File: src/rtl/axis_video_crop.sv
// AXI4-Stream video crop: passes a per-frame latched rectangular window, regenerates tuser/tlast.
// Optional statistics ports (frame_cnt, drop_cnt) are enabled by defining AXIS_VIDEO_CROP_STATS_EN.
module axis_video_crop #(
  parameter int DATA_WIDTH = 16,
  parameter int CNT_WIDTH  = 12
) (
  input  logic                  axis_video_aclk,
  input  logic                  axis_video_aresetn,
  input  logic [DATA_WIDTH-1:0] s_axis_video_tdata,
  input  logic                  s_axis_video_tvalid,
  output logic                  s_axis_video_tready,
  input  logic                  s_axis_video_tuser,
  input  logic                  s_axis_video_tlast,
  output logic [DATA_WIDTH-1:0] m_axis_video_tdata,
  output logic                  m_axis_video_tvalid,
  input  logic                  m_axis_video_tready,
  output logic                  m_axis_video_tuser,
  output logic                  m_axis_video_tlast,
  input  logic [CNT_WIDTH-1:0]  crop_x,
  input  logic [CNT_WIDTH-1:0]  crop_y,
  input  logic [CNT_WIDTH-1:0]  crop_w,
  input  logic [CNT_WIDTH-1:0]  crop_h,
  output logic                  frame_done,
  output logic                  line_trunc,
  output logic                  sof_resync
`ifdef AXIS_VIDEO_CROP_STATS_EN
  ,
  output logic [15:0]           frame_cnt,
  output logic [31:0]           drop_cnt
`endif
);

  localparam int CW1 = CNT_WIDTH + 1;
  localparam int EW  = DATA_WIDTH + 2;
  localparam logic [CNT_WIDTH-1:0] ONE  = CNT_WIDTH'(1);
  localparam logic [CW1-1:0]       ONE1 = CW1'(1);

  // Handshake: a beat transfers on any rising edge where valid and ready are both high;
  // the source holds data stable while valid is high and ready is low.

  typedef enum logic [1:0] {WAIT_SOF, ACTIVE, DONE} state_t;
  state_t state, state_nxt;

  logic [CNT_WIDTH-1:0] sh_x, sh_y, sh_w, sh_h;
  logic [CNT_WIDTH-1:0] col, row;
  logic                 line_open;

  logic                 beat, sof_beat, live, pass;
  logic [CNT_WIDTH-1:0] ex, ey, ew, eh, ecol, erow;
  logic [CW1-1:0]       x_end, y_end;
  logic                 in_col, in_row, last_col, last_row;
  logic                 out_user, out_last, trunc_eol, win_done, resync;
  logic [CNT_WIDTH-1:0] col_nxt, row_nxt;

  logic [EW-1:0]        mem [2];
  logic                 rd_ptr, wr_ptr;
  logic [1:0]           cnt, cnt_nxt;
  logic                 push, pop;
  logic [EW-1:0]        head;

  assign beat     = s_axis_video_tvalid & s_axis_video_tready;
  assign sof_beat = beat & s_axis_video_tuser;

  // An SOF beat is judged against the fresh crop inputs at position (0,0).
  always_comb begin
    ex   = sof_beat ? crop_x : sh_x;
    ey   = sof_beat ? crop_y : sh_y;
    ew   = sof_beat ? crop_w : sh_w;
    eh   = sof_beat ? crop_h : sh_h;
    ecol = sof_beat ? '0 : col;
    erow = sof_beat ? '0 : row;
  end

  always_comb begin
    x_end     = {1'b0, ex} + {1'b0, ew};
    y_end     = {1'b0, ey} + {1'b0, eh};
    in_col    = (ew != '0) && (ecol >= ex) && ({1'b0, ecol} < x_end);
    in_row    = (eh != '0) && (erow >= ey) && ({1'b0, erow} < y_end);
    last_col  = ({1'b0, ecol} == (x_end - ONE1));
    last_row  = ({1'b0, erow} == (y_end - ONE1));
    live      = sof_beat || (state == ACTIVE);
    pass      = beat && live && in_col && in_row;
    out_user  = (ecol == ex) && (erow == ey);
    out_last  = last_col | s_axis_video_tlast;
    trunc_eol = pass & s_axis_video_tlast & ~last_col;
    win_done  = pass & last_col & last_row;
    resync    = sof_beat && (state == ACTIVE) && ((col != '0) || (row != '0));
  end

  // Position counters saturate so an oversize source cannot wrap back into the window.
  always_comb begin
    col_nxt = col;
    row_nxt = row;
    if (beat && live) begin
      if (s_axis_video_tlast) begin
        col_nxt = '0;
        row_nxt = (&erow) ? erow : erow + ONE;
      end else begin
        col_nxt = (&ecol) ? ecol : ecol + ONE;
        row_nxt = erow;
      end
    end
  end

  always_comb begin
    state_nxt = state;
    if (sof_beat)
      state_nxt = win_done ? DONE : ACTIVE;
    else if ((state == ACTIVE) && win_done)
      state_nxt = DONE;
  end

  always_ff @(posedge axis_video_aclk) begin
    if (!axis_video_aresetn) begin
      state      <= WAIT_SOF;
      col        <= '0;
      row        <= '0;
      sh_x       <= '0;
      sh_y       <= '0;
      sh_w       <= '0;
      sh_h       <= '0;
      line_open  <= 1'b0;
      line_trunc <= 1'b0;
      frame_done <= 1'b0;
      sof_resync <= 1'b0;
    end else begin
      state      <= state_nxt;
      col        <= col_nxt;
      row        <= row_nxt;
      frame_done <= win_done;
      sof_resync <= resync;
      if (sof_beat) begin
        sh_x <= crop_x;
        sh_y <= crop_y;
        sh_w <= crop_w;
        sh_h <= crop_h;
      end
      if (pass)
        line_open <= ~out_last;
      else if (sof_beat)
        line_open <= 1'b0;
      // A restart with an open output line leaves that line unterminated downstream.
      if (trunc_eol || (resync && line_open))
        line_trunc <= 1'b1;
    end
  end

  // Two-entry output buffer; tready is registered from the next occupancy.
  assign push    = pass;
  assign pop     = m_axis_video_tvalid & m_axis_video_tready;
  assign cnt_nxt = cnt + {1'b0, push} - {1'b0, pop};
  assign head    = mem[rd_ptr];

  always_ff @(posedge axis_video_aclk) begin
    if (!axis_video_aresetn) begin
      cnt                 <= '0;
      rd_ptr              <= 1'b0;
      wr_ptr              <= 1'b0;
      s_axis_video_tready <= 1'b0;
    end else begin
      cnt                 <= cnt_nxt;
      s_axis_video_tready <= (cnt_nxt != 2'd2);
      if (push) wr_ptr <= ~wr_ptr;
      if (pop)  rd_ptr <= ~rd_ptr;
    end
  end

  always_ff @(posedge axis_video_aclk) begin
    if (push)
      mem[wr_ptr] <= {out_user, out_last, s_axis_video_tdata};
  end

  assign m_axis_video_tvalid = (cnt != 2'd0);
  assign m_axis_video_tuser  = m_axis_video_tvalid & head[EW-1];
  assign m_axis_video_tlast  = m_axis_video_tvalid & head[EW-2];
  assign m_axis_video_tdata  = m_axis_video_tvalid ? head[DATA_WIDTH-1:0] : '0;

`ifdef AXIS_VIDEO_CROP_STATS_EN
  always_ff @(posedge axis_video_aclk) begin
    if (!axis_video_aresetn) begin
      frame_cnt <= '0;
      drop_cnt  <= '0;
    end else begin
      if (win_done)
        frame_cnt <= frame_cnt + 16'd1;
      if (beat && !pass && (drop_cnt != '1))
        drop_cnt <= drop_cnt + 32'd1;
    end
  end
`endif

endmodule

File: config.mk
export PLATFORM = sky130hd
export DESIGN_NAME = axis_video_crop
export DESIGN_NICKNAME = d
export VERILOG_FILES = /design/src/rtl/axis_video_crop.sv
export SDC_FILE = /design/constraint.sdc
export NUM_CORES = 1
export LEC_CHECK = 0
export CAP_MARGIN = 20
export CORE_MARGIN = 2
export CORE_UTILIZATION = 34
export DETAILED_ROUTE_END_ITERATION = 16
export PLACE_DENSITY = 0.62
export SLEW_MARGIN = 20
export SYNTH_ARGS = -nofsm -noshare
export SYNTH_HDL_FRONTEND = slang
export SYNTH_SLANG_ARGS = --single-unit
File: constraint.sdc
create_clock -name axis_video_aclk -period 23.4 [get_ports axis_video_aclk]
set_clock_uncertainty 0.15 [all_clocks]
set_input_delay 4.68 -clock axis_video_aclk [delete_from_list [all_inputs] [get_ports axis_video_aclk]]
set_output_delay 4.68 -clock axis_video_aclk [all_outputs]
set_load 0.005 [all_outputs]
==> reports/qor.yml <==
pwr:
  power_leakage_nw: 4.72
  sw_frac_of_total_pct: 38.2
  vdd_drop_max_mv: 0.0472
  power_frac_seq_pct: 26.7
  comb_power_share_pct: 44.2
  p_sw_mw: 0.345
  cellPowerDensity_mw_per_mm2: 84.9
  internal_power_mw: 0.559
  power_frac_clock_pct: 29.1
setup_path:
  r2r_slack_ns: 17.02
  crit_end: "mem[1][8]$_DFFE_PP_"
  crit_arrival_ns: 10.68
  critPathLaunchType: "primary input"
  required_ns: 23.29
  ff2ff_path_depth: 19
  path_class: "in2reg"
  crit_fanout: 39
  endpoint_kind: "flip-flop"
  timing.rr.end: "mem[1][8]$_DFFE_PP_"
  reg2reg_from: "s_axis_video_tready$_SDFF_PN0_"
  startpoint: "s_axis_video_tvalid"
grt:
  grtUsageMet1_pct: 23.7
  grt_max_degree: 61
  grt_pass1_vias: 7478
  grt-busiest-layer: "met2"
  grt_overflow_total: 0
  grt_antenna_before_repair: 0
  met3_usage_pct: 2.90
  grt_util_met2_pct: 31.4
  grt.total_usage_pct: 18.3
  grt_pass1_wl_um: 39000
yosys:
  syn_inst: 1030
  yosys_warnings: 0
  synth_area_mm2: 0.00883
  synthArstFlopShare_pct: 0
  seq_area_frac_synth_pct: 31.3
  postSynthAreaPerCell_um2: 8.57
  synth_edf_count: 36
  synth_fp_nets: 1177
  ys_ff_latch: 120
  synth_cell_types: 83
  synthFlopType: "dfxtp_1"
timing:
  worstMarginPinSlew_ns: 1.09
  hold_violations: 0
  hold_ws_ns: 0.318
  final.setup.tns_ns: 0
  drv_slew: 0
  setup_viol: 0
  finalCriticalPeriod_ns: 10.79
  rsz0062_at_grt: "no"
  fmax_ghz: 0.0927
  max_slew_margin_pct: 27.0
  fin_crit_sh_pct: 46.1
clock_tree:
  post_cts_buffers: 0
  cts_buffer_depth: 2
  cts-buffers-inserted: 17
  cts.sinks: 120
  clk_latency_ns: 0.42
  clkTransAtPathRegs_ns: 0.07
  cts_tree: "built"
  htreeDepth: 4
  clock-root-buffer: "clkbuf_16"
  cts_hold_buf: 0
  cts_resized: 0
hold_path:
  hp-class: "reg2reg"
  hold_path_depth: 2
placement:
  portBuffers: 92
  hpwl_um: 18300
  gp_congestion: 0.895
drt:
  drc_errors: 0
  drt-initial-drc-count: 578
  drt_first_pass_iters: 6
  dr_total_vias: 7804
  via_per_inst: 5.36
  drt_wl_total_um: 24400
  avgRoutedWirePerCell_um: 16.7
  antenna_left: 0
finish:
  areaGrowthSynthToFinish_pct: 20.6
  final_nets: 1260
  num_antenna_cells: 0
  drive_above_1_share_pct: 7.02
floorplanning:
  die_x_um: 165
  core-area_mm2: 0.0253
  initial_core_util_pct: 34.8
  die_h_um: 165
  dieArea_mm2: 0.0273
  ios: 93
  num_rows: 58
run_status:
  status: "completed"
run:
  drv_cap: 0
## cell usage after synthesis (28+ instances only)
cell type    n  share of area, %
edfxtp_1    36                12
dfxtp_1     84                19
a21oi_1     55               3.1
mux2i_1     67               7.6
nand4_1     28               2.0
o21ai_0     45               2.6
xnor2_1     38               3.8
nor2_1     127               5.4
nand2_1     59               2.5
inv_1       76               3.2
ha_1        75                11
nand3_1     29               1.6
## layer usage
layer | part of all wire (%) | up-vias
met3 | 4.0 | 24
met4 | 1.4 | 0
li1 | - | 3906
met5 | 0 | -
met1 | 46 | 3648
met2 | 49 | 226
## cell usage in the layout (no fill, tap or decap), drive strengths merged, types with 23 or more instances in the layout
cell           synthesis  final
nor2                 127    127
clkdlybuf4s50          0     92
inv                   77     87
dfxtp                 84     84
ha                    75     75
mux2i                 67     67
nand2                 59     59
a21oi                 58     58
o21ai                 45     45
xnor2                 38     38
edfxtp                36     36
nand3                 30     30
nand4                 28     28
nor3                  27     27
and2                  24     24
a21o                  23     23
## how the worst min path moves through the flow
stage	from	endpoint	slack (ns)
2_1_floorplan	sh_x[0]$_SDFF_PN0_	sh_x[0]$_SDFF_PN0_	0.29
3_3_place_gp	sh_x[0]$_SDFF_PN0_	sh_x[0]$_SDFF_PN0_	0.30
3_5_place_dp	sh_x[0]$_SDFF_PN0_	sh_x[0]$_SDFF_PN0_	0.31
4_1_cts	sh_x[0]$_SDFF_PN0_	sh_x[0]$_SDFF_PN0_	0.32
5_1_grt	sh_y[0]$_SDFF_PN0_	sh_y[0]$_SDFF_PN0_	0.36
6_report	sh_x[0]$_SDFF_PN0_	sh_x[0]$_SDFF_PN0_	0.32
## state kept, by name, indices dropped and copies added, names as in the netlist, 2 cells and up, named ones only
signal	cells
mem	36
col	12
row	12
sh_h	12
sh_w	12
sh_x	12
sh_y	12
cnt	2
state	2
## worst max-delay path, stage by stage
cell and delay, ns:
clkdlybuf4s50_1 0.49, nand3_4 0.41, buf_4 0.54, mux2i_1 0.35, inv_1 0.07, ha_1 0.22
fa_1 0.45, a21oi_4 0.31, a21oi_2 0.13, a221o_1 0.34, or3_1 0.33, nand2_1 0.14
ha_1 0.26, a21o_1 0.18, a21oi_1 0.14, a22oi_1 0.10, o21ai_0 0.17, a21oi_1 0.19
nor2_1 0.37, and2_1 0.75
## cell type report
cell class | count | area [um^2]
clock buffers | 17 | 425
multi-input cells | 799 | 5640
inverters | 77 | 289
repair buffers | 98 | 966
flip-flops and latches | 120 | 2760
fillers | 2508 | 14700
clock inverters | 15 | 154
well taps | 330 | 413
## power groups by stage
stage | registers [mW] | logic, mW | clock network (mW)
floorplan | 0.236 | 0.281 | 0
global placement | 0.245 | 0.394 | 0
detailed placement | 0.246 | 0.396 | 0
CTS | 0.241 | 0.399 | 0.269
global route | 0.243 | 0.442 | 0.277
finish | 0.241 | 0.399 | 0.263
## per-stage QoR
step / setup slack, ns / util (%) / area, um^2 / total power [mW] / instances
4_1_cts: 12.58 / 42.0 / 10600 / 0.909 / 1456
2_1_floorplan: 11.91 / - / 8830 / 0.517 / 1030
5_1_grt: 12.10 / 42.0 / 10600 / 0.962 / 1456
3_3_place_gp: 12.32 / 39.8 / 10100 / 0.639 / 1424
3_5_place_dp: 12.19 / 39.8 / 10100 / 0.642 / 1424
6_report: 12.61 / 42.0 / 10600 / 0.904 / 1456
## cell families after synthesis
group | share of synthesized area [%]
xor+xnor | 6.49
simple gates | 20.8
mux | 7.85
fa+ha+maj | 11.3
flops | 31.3
buf+inv | 5.03
compound gates | 17.2
(Power assumes the default switching activity.)
==> variant, RTL diff (same settings) <==
Re-encode `state_t` (3 states) as one-hot, 3 bits wide.
--- a/src/rtl/axis_video_crop.sv
+++ b/src/rtl/axis_video_crop.sv
@@ -40,3 +40,3 @@
 
-  typedef enum logic [1:0] {WAIT_SOF, ACTIVE, DONE} state_t;
+  typedef enum logic [2:0] {WAIT_SOF = 3'b001, ACTIVE = 3'b010, DONE = 3'b100} state_t;
   state_t state, state_nxt;
Check against the original RTL: same outputs for any inputs over 4 cycles, from zero or initial values and one cycle with axis_video_aresetn low; so few cycles prove little.
==> variant against the original RTL <==
Cell area is 2.3% higher. Sequential power hardly changed. Sequential cell count rose by 1. Critical path depth stayed put. Count of clock-buffer cells in the layout is the same. Wire length increased by 1.7%. Total power is 1.6% lower. Register-to-register slack lost 0.34 ns. Area after synthesis is 3.2% higher. Setup slack worse by 0.40 ns.
==> variant: results (changes against the original RTL) <==
Status
  • Run status: completed (unchanged)

Routing
  • Initial DRT Pass Iterations: 4 (was 6)
  • Met3 WL: 1.10 mm (was 976 um)
  • Avg Vias per Cell: 5.41 (was 5.36)
  • Routed metal-1 wire length: 12.3 mm (was 11.1 mm)
  • Routed wire length: 24.8 mm (was 24.4 mm)
  • Routed length on met2: 11.1 mm (was 11.9 mm)
  • Via count: 8152 (was 7804)
  • DRC marker count from the first detailed-route iteration: 506 (was 578)

Yosys
  • Part of the Yosys area used for sequential elements: 30.5% (was 31.3%)
  • List of most frequent post-synthesis cells: sky130_fd_sc_hd__nor2_1 (110), sky130_fd_sc_hd__nand2_1 (108), sky130_fd_sc_hd__dfxtp_1 (85), sky130_fd_sc_hd__ha_1 (76), sky130_fd_sc_hd__inv_1 (74) (was sky130_fd_sc_hd__nor2_1 (127), sky130_fd_sc_hd__dfxtp_1 (84), sky130_fd_sc_hd__inv_1 (76), sky130_fd_sc_hd__ha_1 (75), sky130_fd_sc_hd__mux2i_1 (67))
  • Cells after Synth: 1086 (was 1030)
  • Net count after synthesis: 1234 (was 1177)
  • Count of cell types in the netlist: 87 (was 83)

Power and ir drop
  • Relative contribution of combinational cells to total power: 43.4% (was 44.2%)
  • Switch share: 39.2% (was 38.2%)
  • Power per Cell Area: 81.6 mW/mm2 (was 84.9 mW/mm2)
  • Leakage power: 0.00475 uW (was 0.00472 uW)
  • IR drop worst, VDD: 0.0000463 V (was 0.0000472 V)

Final layout
  • Number of filler instances in the final layout: 2589 (was 2508)
  • Area of all sequential standard cells: 0.00278 mm2 (was 0.00276 mm2)
  • Fraction of final layout cells sized beyond drive strength 1: 5.80% (was 7.02%)

Global route
  • Wire length of the first global-routing pass: 40.1 mm (was 39.0 mm)
  • Number of global-route vias before repair: 7782 (was 7478)
  • Global router's overall resource usage: 17.7% (was 18.3%)
  • Met1 Track Usage GR: 24.8% (was 23.7%)
  • GR Util met2: 28.2% (was 31.4%)

Placement
  • HPWL reported at the end of detailed placement: 18.8 mm (was 18.3 mm)
  • Routability cong.: 0.852 (was 0.895)
  • Inst Count DP: 1476 (was 1424)

Worst setup path
  • Max Fanout on Critical Path: 48 (was 39)

STA
  • Transition at the pin with the smallest max-transition slack: 1.03 ns (was 1.09 ns)
variant: final cells by class:
type	count	share of cell area [%]
repair buffers	98	8.87
well taps	335	3.85
multi-input cells	844	53.7
inverters	78	2.69
clock inverters	15	1.41
flip-flops and latches	121	25.5
clock buffers	17	3.90
variant: path summary, 6_finish.rpt:
kind | startpoint | endpoint | slack [ns] | depth (start not counted)
worst max-delay path | s_axis_video_tvalid | mem[1][8]$_DFFE_PP_ | 12.21 | 20
worst min-delay path | state[0]$_SDFFE_PN1P_ | state[0]$_SDFFE_PN1P_ | 0.29 | 2
worst max register to register | s_axis_video_tready$_SDFF_PN0_ | mem[1][8]$_DFFE_PP_ | 16.68 | 19
worst min register to register | state[0]$_SDFFE_PN1P_ | state[0]$_SDFFE_PN1P_ | 0.29 | 2
variant: cells by family after synthesis:
logic type | synth area share (%)
and+or+nand+nor | 23.0
buffers and inverters | 5.30
AOI/OAI and AO/OA | 17.1
muxes | 7.06
DFF | 30.5
xor gates and xnor gates | 5.78
adders and majority gates | 11.2
